==> src/rtl/dual_chamber_pacer_pkg.sv <==
// Shared encodings for the dual-chamber pacer: FSM states and pacing modes.
package pacer_pkg;

   typedef enum logic [2:0] {
      V_REFR  = 3'd0,
      A_WAIT  = 3'd1,
      A_PACE  = 3'd2,
      AV_WAIT = 3'd3,
      V_PACE  = 3'd4
   } pacer_state_e;

   localparam logic MODE_DDD = 1'b0;
   localparam logic MODE_VVI = 1'b1;

endpackage

==> src/rtl/dual_chamber_pacer_if.sv <==
// Signal bundle between the sense front-end / programming registers (master)
// and the pacer core (slave).
//
// There is no valid/ready handshake here. Every signal is clk-synchronous and
// single-cycle:
// - sa/sv are level samples taken each cycle.
// - a_sense_evt/v_sense_evt are one-cycle strobes, valid in the same cycle as
//   the accepted sense.
// - pa/pv stay high for the whole pulse.
// - Interval inputs may change at any time and are only used at a load.
interface dual_chamber_pacer_if #(
   parameter int TW = 8
);
   logic          mode;
   logic [TW-1:0] va_interval;
   logic [TW-1:0] av_interval;
   logic [TW-1:0] refr_interval;
   logic          sa;
   logic          sv;
   logic          pa;
   logic          pv;
   logic          a_sense_evt;
   logic          v_sense_evt;
   logic [2:0]    state_o;

   modport master (
      output mode, va_interval, av_interval, refr_interval, sa, sv,
      input  pa, pv, a_sense_evt, v_sense_evt, state_o
   );

   modport slave (
      input  mode, va_interval, av_interval, refr_interval, sa, sv,
      output pa, pv, a_sense_evt, v_sense_evt, state_o
   );
endinterface

==> src/rtl/dual_chamber_pacer_timer.sv <==
// Single down-counter shared by all pacer states.
// A load takes priority over counting. The count holds at zero, and expire
// is high while the count is zero.
module pacer_interval_timer #(
   parameter int TW = 8
) (
   input  logic          clk,
   input  logic          load,
   input  logic [TW-1:0] load_val,
   output logic          expire
);

   logic [TW-1:0] cnt_q;
   logic [TW-1:0] cnt_d;

   // Next count: load, else decrement, saturating at zero.
   always_comb begin
      cnt_d = cnt_q;
      if (load) begin
         cnt_d = load_val;
      end else if (cnt_q != '0) begin
         cnt_d = cnt_q - 1'b1;
      end
   end

   // Count register. The owner asserts load during reset.
   always_ff @(posedge clk) begin
      cnt_q <= cnt_d;
   end

   assign expire = (cnt_q == '0);

endmodule

==> src/rtl/dual_chamber_pacer.sv <==
// Programmable DDD/VVI pacing core.
// A five-state FSM sequences refractory, escape, AV delay and pace pulses.
// One shared interval timer is reloaded with (interval - 1) on every state
// entry.
module dual_chamber_pacer
   import pacer_pkg::*;
#(
   parameter int TW = 8,
   parameter int PW = 2
) (
   input logic                clk,
   input logic                rst,
   dual_chamber_pacer_if.slave bus
);

   localparam logic [TW-1:0] PW_LOAD = TW'(PW - 1);

   pacer_state_e  state_q;
   pacer_state_e  state_d;
   logic          load;
   logic [TW-1:0] load_val;
   logic          expire;

   // An interval of 0 behaves as 1, so its load value is 0.
   function automatic logic [TW-1:0] load_of(input logic [TW-1:0] iv);
      return (iv == '0) ? '0 : iv - 1'b1;
   endfunction

   pacer_interval_timer #(.TW(TW)) u_timer (
      .clk      (clk),
      .load     (load),
      .load_val (load_val),
      .expire   (expire)
   );

   // State register.
   always_ff @(posedge clk) begin
      if (rst) begin
         state_q <= V_REFR;
      end else begin
         state_q <= state_d;
      end
   end

   // Next state and timer reload.
   // A sense is tested before expire, so a coincident sense suppresses the
   // pace pulse.
   always_comb begin
      state_d  = state_q;
      load     = 1'b0;
      load_val = load_of(bus.refr_interval);
      if (rst) begin
         state_d  = V_REFR;
         load     = 1'b1;
         load_val = load_of(bus.refr_interval);
      end else begin
         case (state_q)
            V_REFR: begin
               if (expire) begin
                  load     = 1'b1;
                  load_val = load_of(bus.va_interval);
                  state_d  = (bus.mode == MODE_VVI) ? AV_WAIT : A_WAIT;
               end
            end
            A_WAIT: begin
               if (bus.sa) begin
                  state_d  = AV_WAIT;
                  load     = 1'b1;
                  load_val = load_of(bus.av_interval);
               end else if (expire) begin
                  state_d  = A_PACE;
                  load     = 1'b1;
                  load_val = PW_LOAD;
               end
            end
            A_PACE: begin
               if (expire) begin
                  state_d  = AV_WAIT;
                  load     = 1'b1;
                  load_val = load_of(bus.av_interval);
               end
            end
            AV_WAIT: begin
               if (bus.sv) begin
                  state_d  = V_REFR;
                  load     = 1'b1;
                  load_val = load_of(bus.refr_interval);
               end else if (expire) begin
                  state_d  = V_PACE;
                  load     = 1'b1;
                  load_val = PW_LOAD;
               end
            end
            V_PACE: begin
               if (expire) begin
                  state_d  = V_REFR;
                  load     = 1'b1;
                  load_val = load_of(bus.refr_interval);
               end
            end
            default: begin
               state_d  = V_REFR;
               load     = 1'b1;
               load_val = load_of(bus.refr_interval);
            end
         endcase
      end
   end

   // Outputs decoded from the current state and the live sense inputs.
   always_comb begin
      bus.pa          = (state_q == A_PACE);
      bus.pv          = (state_q == V_PACE);
      bus.a_sense_evt = bus.sa & (state_q == A_WAIT);
      bus.v_sense_evt = bus.sv & (state_q == AV_WAIT);
      bus.state_o     = state_q;
   end

endmodule
==> src/flat_wrapper.sv <==
// flat-port wrapper written by rule: the top's interface ports become plain ports
module dual_chamber_pacer_flat import pacer_pkg::*;
#(
   parameter int TW = 8,
   parameter int PW = 2
)
  (clk, rst, bus_mode, bus_va_interval, bus_av_interval, bus_refr_interval, bus_sa, bus_sv, bus_pa, bus_pv, bus_a_sense_evt, bus_v_sense_evt, bus_state_o);
  dual_chamber_pacer_if #(.TW(TW)) bus_i ();
  input logic clk;
  input logic rst;
  input wire logic [$bits(bus_i.mode)-1:0] bus_mode;
  input wire logic [$bits(bus_i.va_interval)-1:0] bus_va_interval;
  input wire logic [$bits(bus_i.av_interval)-1:0] bus_av_interval;
  input wire logic [$bits(bus_i.refr_interval)-1:0] bus_refr_interval;
  input wire logic [$bits(bus_i.sa)-1:0] bus_sa;
  input wire logic [$bits(bus_i.sv)-1:0] bus_sv;
  output wire logic [$bits(bus_i.pa)-1:0] bus_pa;
  output wire logic [$bits(bus_i.pv)-1:0] bus_pv;
  output wire logic [$bits(bus_i.a_sense_evt)-1:0] bus_a_sense_evt;
  output wire logic [$bits(bus_i.v_sense_evt)-1:0] bus_v_sense_evt;
  output wire logic [$bits(bus_i.state_o)-1:0] bus_state_o;
  assign bus_i.mode = bus_mode;
  assign bus_i.va_interval = bus_va_interval;
  assign bus_i.av_interval = bus_av_interval;
  assign bus_i.refr_interval = bus_refr_interval;
  assign bus_i.sa = bus_sa;
  assign bus_i.sv = bus_sv;
  assign bus_pa = bus_i.pa;
  assign bus_pv = bus_i.pv;
  assign bus_a_sense_evt = bus_i.a_sense_evt;
  assign bus_v_sense_evt = bus_i.v_sense_evt;
  assign bus_state_o = bus_i.state_o;
  dual_chamber_pacer #(.TW(TW), .PW(PW)) u_core (.clk(clk), .rst(rst), .bus(bus_i));
endmodule
==> config.mk <==
export PLATFORM = sky130hd
export DESIGN_NAME = dual_chamber_pacer_flat
export DESIGN_NICKNAME = d
export VERILOG_FILES = /design/src/rtl/dual_chamber_pacer_pkg.sv /design/src/rtl/dual_chamber_pacer_if.sv /design/src/rtl/dual_chamber_pacer_timer.sv /design/src/rtl/dual_chamber_pacer.sv /design/src/flat_wrapper.sv
export SDC_FILE = /design/constraint.sdc
export NUM_CORES = 1
export LEC_CHECK = 0
export ABC_CLOCK_PERIOD_IN_PS = 2300
export BUFFER_PORTS_ARGS = -buffer_cell sky130_fd_sc_hd__buf_4
export CORE_MARGIN = 2
export CORE_UTILIZATION = 40
export DETAILED_ROUTE_END_ITERATION = 8
export GPL_TIMING_DRIVEN = 1
export PLACE_DENSITY = 0.62
export RECOVER_POWER = 25
export SYNTH_ARGS = -nofsm -noshare
export SYNTH_HDL_FRONTEND = slang
export SYNTH_SLANG_ARGS = --single-unit
export TNS_END_PERCENT = 10
==> constraint.sdc <==
create_clock -name clk -period 2.3 [get_ports clk]
set_input_delay 0.46 -clock clk [delete_from_list [all_inputs] [get_ports clk]]
set_output_delay 0.46 -clock clk [all_outputs]
set_load 0.02 [all_outputs]
==> results of run 1 <==
-- kinds of logic (layout without fill, tap and decap cells) --
| group | after synthesis | after routing | synth area share [%] |
|---|---|---|---|
| compound gates | 52 | 52 | 26.7 |
| xor+xnor | 18 | 18 | 10.6 |
| fa+ha+maj | 8 | 8 | 6.73 |
| buf+inv | 25 | 83 | 6.73 |
| flops | 11 | 11 | 20.2 |
| other cells | 1 | 8 | 0.252 |
| simple gates | 77 | 77 | 28.8 |
-- state kept, by name, indices dropped and copies added, names as in the netlist --
register and cells:
u_core.bus.state_o 3, u_core.u_timer.cnt_q 8
-- final cells by class --
cell class / count / area, um^2 / area share, %
Timing Repair Buffer: 62 / 454 / 22.3
Multi-Input combinational cell: 163 / 1110 / 54.7
Tap cell: 48 / 60.1 / 2.95
Sequential cell: 11 / 300 / 14.7
Inverter: 17 / 63.8 / 3.13
Clock buffer: 4 / 45.0 / 2.21
-- power by group through the flow --
stage,Combinational [W],Sequential (W),Clock (W)
2_1_floorplan,0.000107,0.000245,0
3_3_place_gp,0.000222,0.000242,0
3_5_place_dp,0.000223,0.000242,0
4_1_cts,0.000225,0.000238,0.000212
5_1_grt,0.000249,0.000240,0.000222
6_report,0.000225,0.000238,0.000211
-- worst max-delay path, stage by stage, from the launching register on --
cell	delay, ps
edfxtp_1	390
inv_1	80
ha_1	190
and3_2	220
buf_4	160
o211a_1	300
and2_1	190
o41a_1	390
-- cells in the final DEF, fill, tap and decap left out, drive strengths merged, types with 2 or more instances in the layout --
| cell | netlist | routed |
|---|---|---|
| ha | 8 | 8 |
| a32oi | 3 | 3 |
| nor2 | 16 | 16 |
| nor3 | 15 | 15 |
| conb | 1 | 8 |
| nor4 | 5 | 5 |
| o211ai | 2 | 2 |
| and2 | 2 | 2 |
| a21oi | 9 | 9 |
| nand2 | 16 | 16 |
| or3 | 4 | 4 |
| o31ai | 3 | 3 |
| o21ai | 7 | 7 |
| o32ai | 2 | 2 |
| nand3 | 2 | 2 |
| nand2b | 3 | 3 |
| a221oi | 5 | 5 |
| buf | 5 | 59 |
| o21a | 2 | 2 |
| clkbuf | 3 | 7 |
| or4 | 6 | 6 |
| nor3b | 2 | 2 |
| inv | 17 | 17 |
| edfxtp | 8 | 8 |
| a31oi | 3 | 3 |
| dfxtp | 3 | 3 |
| xor2 | 10 | 10 |
| a22oi | 8 | 8 |
| xnor2 | 8 | 8 |
-- final timing paths --
check	from	to	slack, ps	cells after the start
worst min-delay path	rst	u_core.bus.state_o[2]	470	2
worst max register to register	u_core.u_timer.cnt_q[1]	u_core.u_timer.cnt_q[5]	120	7
worst min register to register	u_core.bus.state_o[2]	u_core.bus.state_o[0]	660	1
worst max-delay path	u_core.u_timer.cnt_q[1]	u_core.u_timer.cnt_q[5]	120	7
-- layer usage --
| metal | vias up | wire, um |
|---|---|---|
| li1 | 843 | - |
| met1 | 765 | 1930 |
| met2 | 44 | 2080 |
| met3 | 8 | 212 |
| met4 | 0 | 84 |
| met5 | - | 0 |
-- metrics by stage --
step / power [W] / cell area (um^2)
2_1_floorplan: 0.000351 / 1510
3_3_place_gp: 0.000464 / 2000
3_5_place_dp: 0.000465 / 2000
4_1_cts: 0.000675 / 2050
5_1_grt: 0.000711 / 2040
6_report: 0.000674 / 2040
-- cell usage after synthesis, drive strengths merged (2+ instances only) --
cell type,n
inv,17
nand2,16
nor2,16
nor3,15
xor2,10
a21oi,9
a22oi,8
edfxtp,8
ha,8
xnor2,8
o21ai,7
or4,6
a221oi,5
buf,5
nor4,5
or3,4
a31oi,3
a32oi,3
clkbuf,3
dfxtp,3
nand2b,3
o31ai,3
and2,2
nand3,2
nor3b,2
o211ai,2
o21a,2
o32ai,2
-- timing repair --
action,CTS,global route
resized for setup,0,2
endpoints found under the hold margin,0,0
setup endpoints to repair,0,2
==> out/metrics.cfg, run 1 <==
[timing]
maxSlewHeadroom_pct = 44.3
hold_violations = 0
finalMaxSlewViolations = 0
setup_tns_ps = 0
setup_ws_ps = 125
rsz0062_at_grt = no
finalCritPeriodShare_pct = 94.6
fmax_ghz = 0.460
clock_skew_ps = 3.21
worstMarginPinSlew_ps = 832
setup_viol = 0
min_period_ps = 2180
holdWs_ps = 467

[power_and_ir_drop]
seq_power_share_pct = 35.4
leakage_nw = 0.879
switching_share_pct = 30.9
p_sw_w = 0.000208
intPower_w = 0.000465
power_frac_comb_pct = 33.4
p_clk_share_pct = 31.3
cellPowerDensity_nw_per_um2 = 331
vdd_drop_max_v = 0.000274

[synth]
avgSynthCellArea_um2 = 7.74
synth_enable_flop_cells = 8
synth.top_cell.area_share_pct = 16.2
yosysUniqueCellTypes = 48
seq_area_frac_synth_pct = 20.2
synth_area_leaders = edfxtp_1 (16%), ha_1 (6.7%), xor2_1 (5.9%)
synth_top_cell_by_area = edfxtp_1
ys_ff_latch = 11
synthCells = 192
synth.cell_area_um2 = 1490
synth-main-ff-cell = edfxtp_1
yosysWarningCount = 0
ys_async_sr_fraction_pct = 0

[global_routing]
globalRouteOverflowTotal = 0
grt_max_degree = 16
grt_pass1_vias = 1591
use_met2_pct = 38.4
antenna_found_initial = 0
grt_usage_pct = 22.3
grtUsageMet3_pct = 3.30
globalRouteMet1Util_pct = 27.9
grt_pass1_wl_um = 7250
grt_most_used_layer = met2

[finish]
nets = 295
areaGrowthSynthToFinish_pct = 37.1
fill_cells = 389
finish.utilization_pct = 56.5
drive_above_1_share_pct = 28.4
fin_cells = 305
antenna_cells = 0

[placed_design]
port_buffers = 35
pre_cts_slack_ps = 9.82
place.gp.congestion = 0.865
dpl.hpwl_um = 3510
dp_cells = 301

[critical_path]
crit_arrival_ps = 2170
worstSetupPathType = reg -> reg
startpoint_type = register
end_kind = register
worstPathMaxFanout = 8
required_ps = 2300

[clock_tree]
cts_root_buf = clkbuf_8
cts_hold_buf = 0
htree_levels = 1
cts_buffers = 3
cts.sinks = 11
clk_pin_slew_ps = 60
cts_tree = yes
ctsLongestPathBuffers = 2
post-cts-setup-buffer-count = 0
worstSkewPairLatency_ps = 250

[floorplan]
start_util_pct = 41.2
dieArea_um2 = 4220
core_area_um2 = 3610
die_h_um = 65.0
die_w_um = 65.0
num_rows = 22
ioPinCount = 36

[routing]
vias = 1660
routedWlPerCell_um = 14.1
drcViolationCount = 0
ant_nets = 0
vias_per_cell = 5.44
routed_wl_um = 4300
dr.pass1.iters = 4
drt_iter0_markers = 58

[run_status]
status = completed

[min_path]
hp-class = in -> reg

[flow_run]
drv_cap = 0

No activity file was read; power rests on OpenSTA's default activity.
==> run 2, diff against run 1 <==
- ABC_AREA: default -> 1
- PLACE_DENSITY: 0.62 -> 0.61
- SLEW_MARGIN: default -> 20
==> run 2 against run 1 <==
Final cell count grew 24%. Via count grew 7.7%. Fmax grew 12%. Count of clock-buffer cells in the layout is the same. Setup slack gained 230 ps. Global-route usage shrank 3.3 points. Wire length shrank 7.1%. Critical endpoint is now u_core.u_timer.cnt_q[3]. Largest cell class unchanged. Highest routed layer unchanged.
==> out/metrics.cfg, run 2 <==
[floorplan]
ioPinCount = 36
num_rows = 23
start_util_pct = 41.2
die_h_um = 67.7
die_w_um = 67.7
core_area_um2 = 3940
dieArea_um2 = 4590

[finish]
fill_cells = 427
areaGrowthSynthToFinish_pct = 24.1
nets = 367
antenna_cells = 0
top_register = u_core.u_timer.cnt_q
largest_register_ffs = 8
finish.utilization_pct = 51.2
final_cell_mix = nand2_1 (82), nor2_1 (46), inv_1 (40)
drive_above_1_share_pct = 17.3
final_common_cell = nand2_1

[critical_path]
crit_path_frequent_cell = nand2_1
cp_slowest_cell = edfxtp_1
required_ps = 2290
critPathMaxStageDelay_ps = 350
worstPathMaxFanout = 7
worstSetupPathType = reg -> reg
path_cells = inv_1 > ha_1 > nand2_1 > nor2_1 > nand2_1 > nand2_1 > nand3_2 > nand2_1 > nand3_1 > o21bai_1 > inv_1
end_kind = register
startpoint_type = register
crit_arrival_ps = 1940

[timing]
setup_tns_ps = 0
worstMarginPinSlew_ps = 500
min_period_ps = 1950
finalMaxSlewViolations = 0
fmax_ghz = 0.513
setup_viol = 0
clock_skew_ps = 3.22
rsz0062_at_grt = no
finalCritPeriodShare_pct = 84.8
maxSlewHeadroom_pct = 66.5
hold_violations = 0

[clock_tree]
cts_root_buf = clkbuf_8
htree_levels = 1
ctsLongestPathBuffers = 2
cts_tree = yes
cts_hold_buf = 0
cts_buffers = 3
cts.sinks = 11
clk_pin_slew_ps = 50
worstSkewPairLatency_ps = 230
post-cts-setup-buffer-count = 0
ctsResizeCount = 0

[routing]
drcViolationCount = 0
wirelength_met1_um = 1960
drt_iter0_markers = 147
routedWlPerCell_um = 10.5
routed-wl-met2_um = 1850
route.met3.wl_um = 158
ant_nets = 0
routed.top_layer = met4
dr.pass1.iters = 4
routed_wl_um = 4000
vias = 1787
vias_per_cell = 4.72

[global_routing]
grt_pass1_vias = 1563
grt_usage_pct = 19.0
antenna_found_initial = 0
grt_pass1_wl_um = 6710
globalRouteOverflowTotal = 0
grt_max_degree = 11

[synth]
avgSynthCellArea_um2 = 5.76
synth_top_cell_by_area = nand2_1
ys_ff_latch = 11
synth_area_leaders = nand2_1 (19%), edfxtp_1 (15%), nor2_1 (11%)
synth_enable_flop_cells = 8
synth.most_common_cell = nand2_1
synth.cell_area_um2 = 1630
synth-main-ff-cell = edfxtp_1
ys_async_sr_fraction_pct = 0
synthCells = 282
yosysWarningCount = 0
yosysUniqueCellTypes = 29
synthTopCellsByCount = nand2_1 (82), nor2_1 (46), inv_1 (40)
synth.top_cell.area_share_pct = 18.9
seq_area_frac_synth_pct = 18.5

[min_path]
hp-class = in -> reg

[run_status]
status = completed

[placed_design]
place.gp.congestion = 0.926
dpl.hpwl_um = 3470
port_buffers = 35

[power_and_ir_drop]
cellPowerDensity_nw_per_um2 = 818
leakage_nw = 1.08
vdd_drop_max_v = 0.000286

[flow_run]
drv_cap = 0

==> run 2: critical path, delay by kind of cell, from the launching register on <==
family          cells  cell delay (ps)
simple gates        7              810
flops               1              350
fa+ha+maj           1              210
buf+inv             2              190
compound gates      1              120
==> run 2: through the flow <==
step                hold WS [ps]  area [um^2]  worst slack [ps]  instances  total power [W]
detailed placement           621         1990               364        375          0.00148
floorplan                    639         1650               618        289          0.00116
CTS                          514         2030               353        379          0.00168
global route                 533         2020               187        379          0.00182
global placement             627         1990               366        375          0.00149
finish                       514         2020               350        379          0.00165
==> run 2: layout make-up <==
class	count	area (um^2)	share of cell area, %
Clock buffer	4	45.0	2.23
Inverter	46	173	8.56
Multi-Input combinational cell	231	1170	58.2
Sequential cell	11	300	14.9
Tap cell	50	62.6	3.10
Timing Repair Buffer	37	263	13.0
==> run 2: worst paths after layout <==
path	endpoint	startpoint	cells past startpoint	slack (ps)
setup reg to reg	u_core.u_timer.cnt_q[3]	u_core.u_timer.cnt_q[0]	11	350
setup / recovery	u_core.u_timer.cnt_q[3]	u_core.u_timer.cnt_q[0]	11	350
hold / removal	u_core.bus.state_o[0]	rst	4	510
hold reg to reg	u_core.bus.state_o[0]	u_core.bus.state_o[0]	2	630
==> run 2: per-layer routing <==
metal | vias up | global-route usage [%]
met1 | 781 | 27.1
met3 | 2 | 1.00
met5 | - | 0
met4 | 0 | 5.36
li1 | 970 | -
met2 | 34 | 30.6
==> run 2: cells by family (layout without fill, tap and decap cells) <==
| family | Yosys count | after routing | synth area share, % |
|---|---|---|---|
| compound gates | 20 | 20 | 7.08 |
| xor+xnor | 11 | 11 | 5.93 |
| buf+inv | 47 | 87 | 10.9 |
| fa+ha+maj | 8 | 8 | 6.16 |
| simple gates | 184 | 184 | 51.2 |
| flops | 11 | 11 | 18.5 |
| other cells | 1 | 8 | 0.231 |
==> run 2: where the power goes <==
group	total, W	internal, W	leakage, nW	switching, W
clock	0.000188	0.000121	0.0228	0.0000665
sequential	0.000396	0.000311	0.103	0.0000849
combinational	0.00107	0.000388	0.955	0.000679
total	0.00165	0.000820	1.08	0.000831
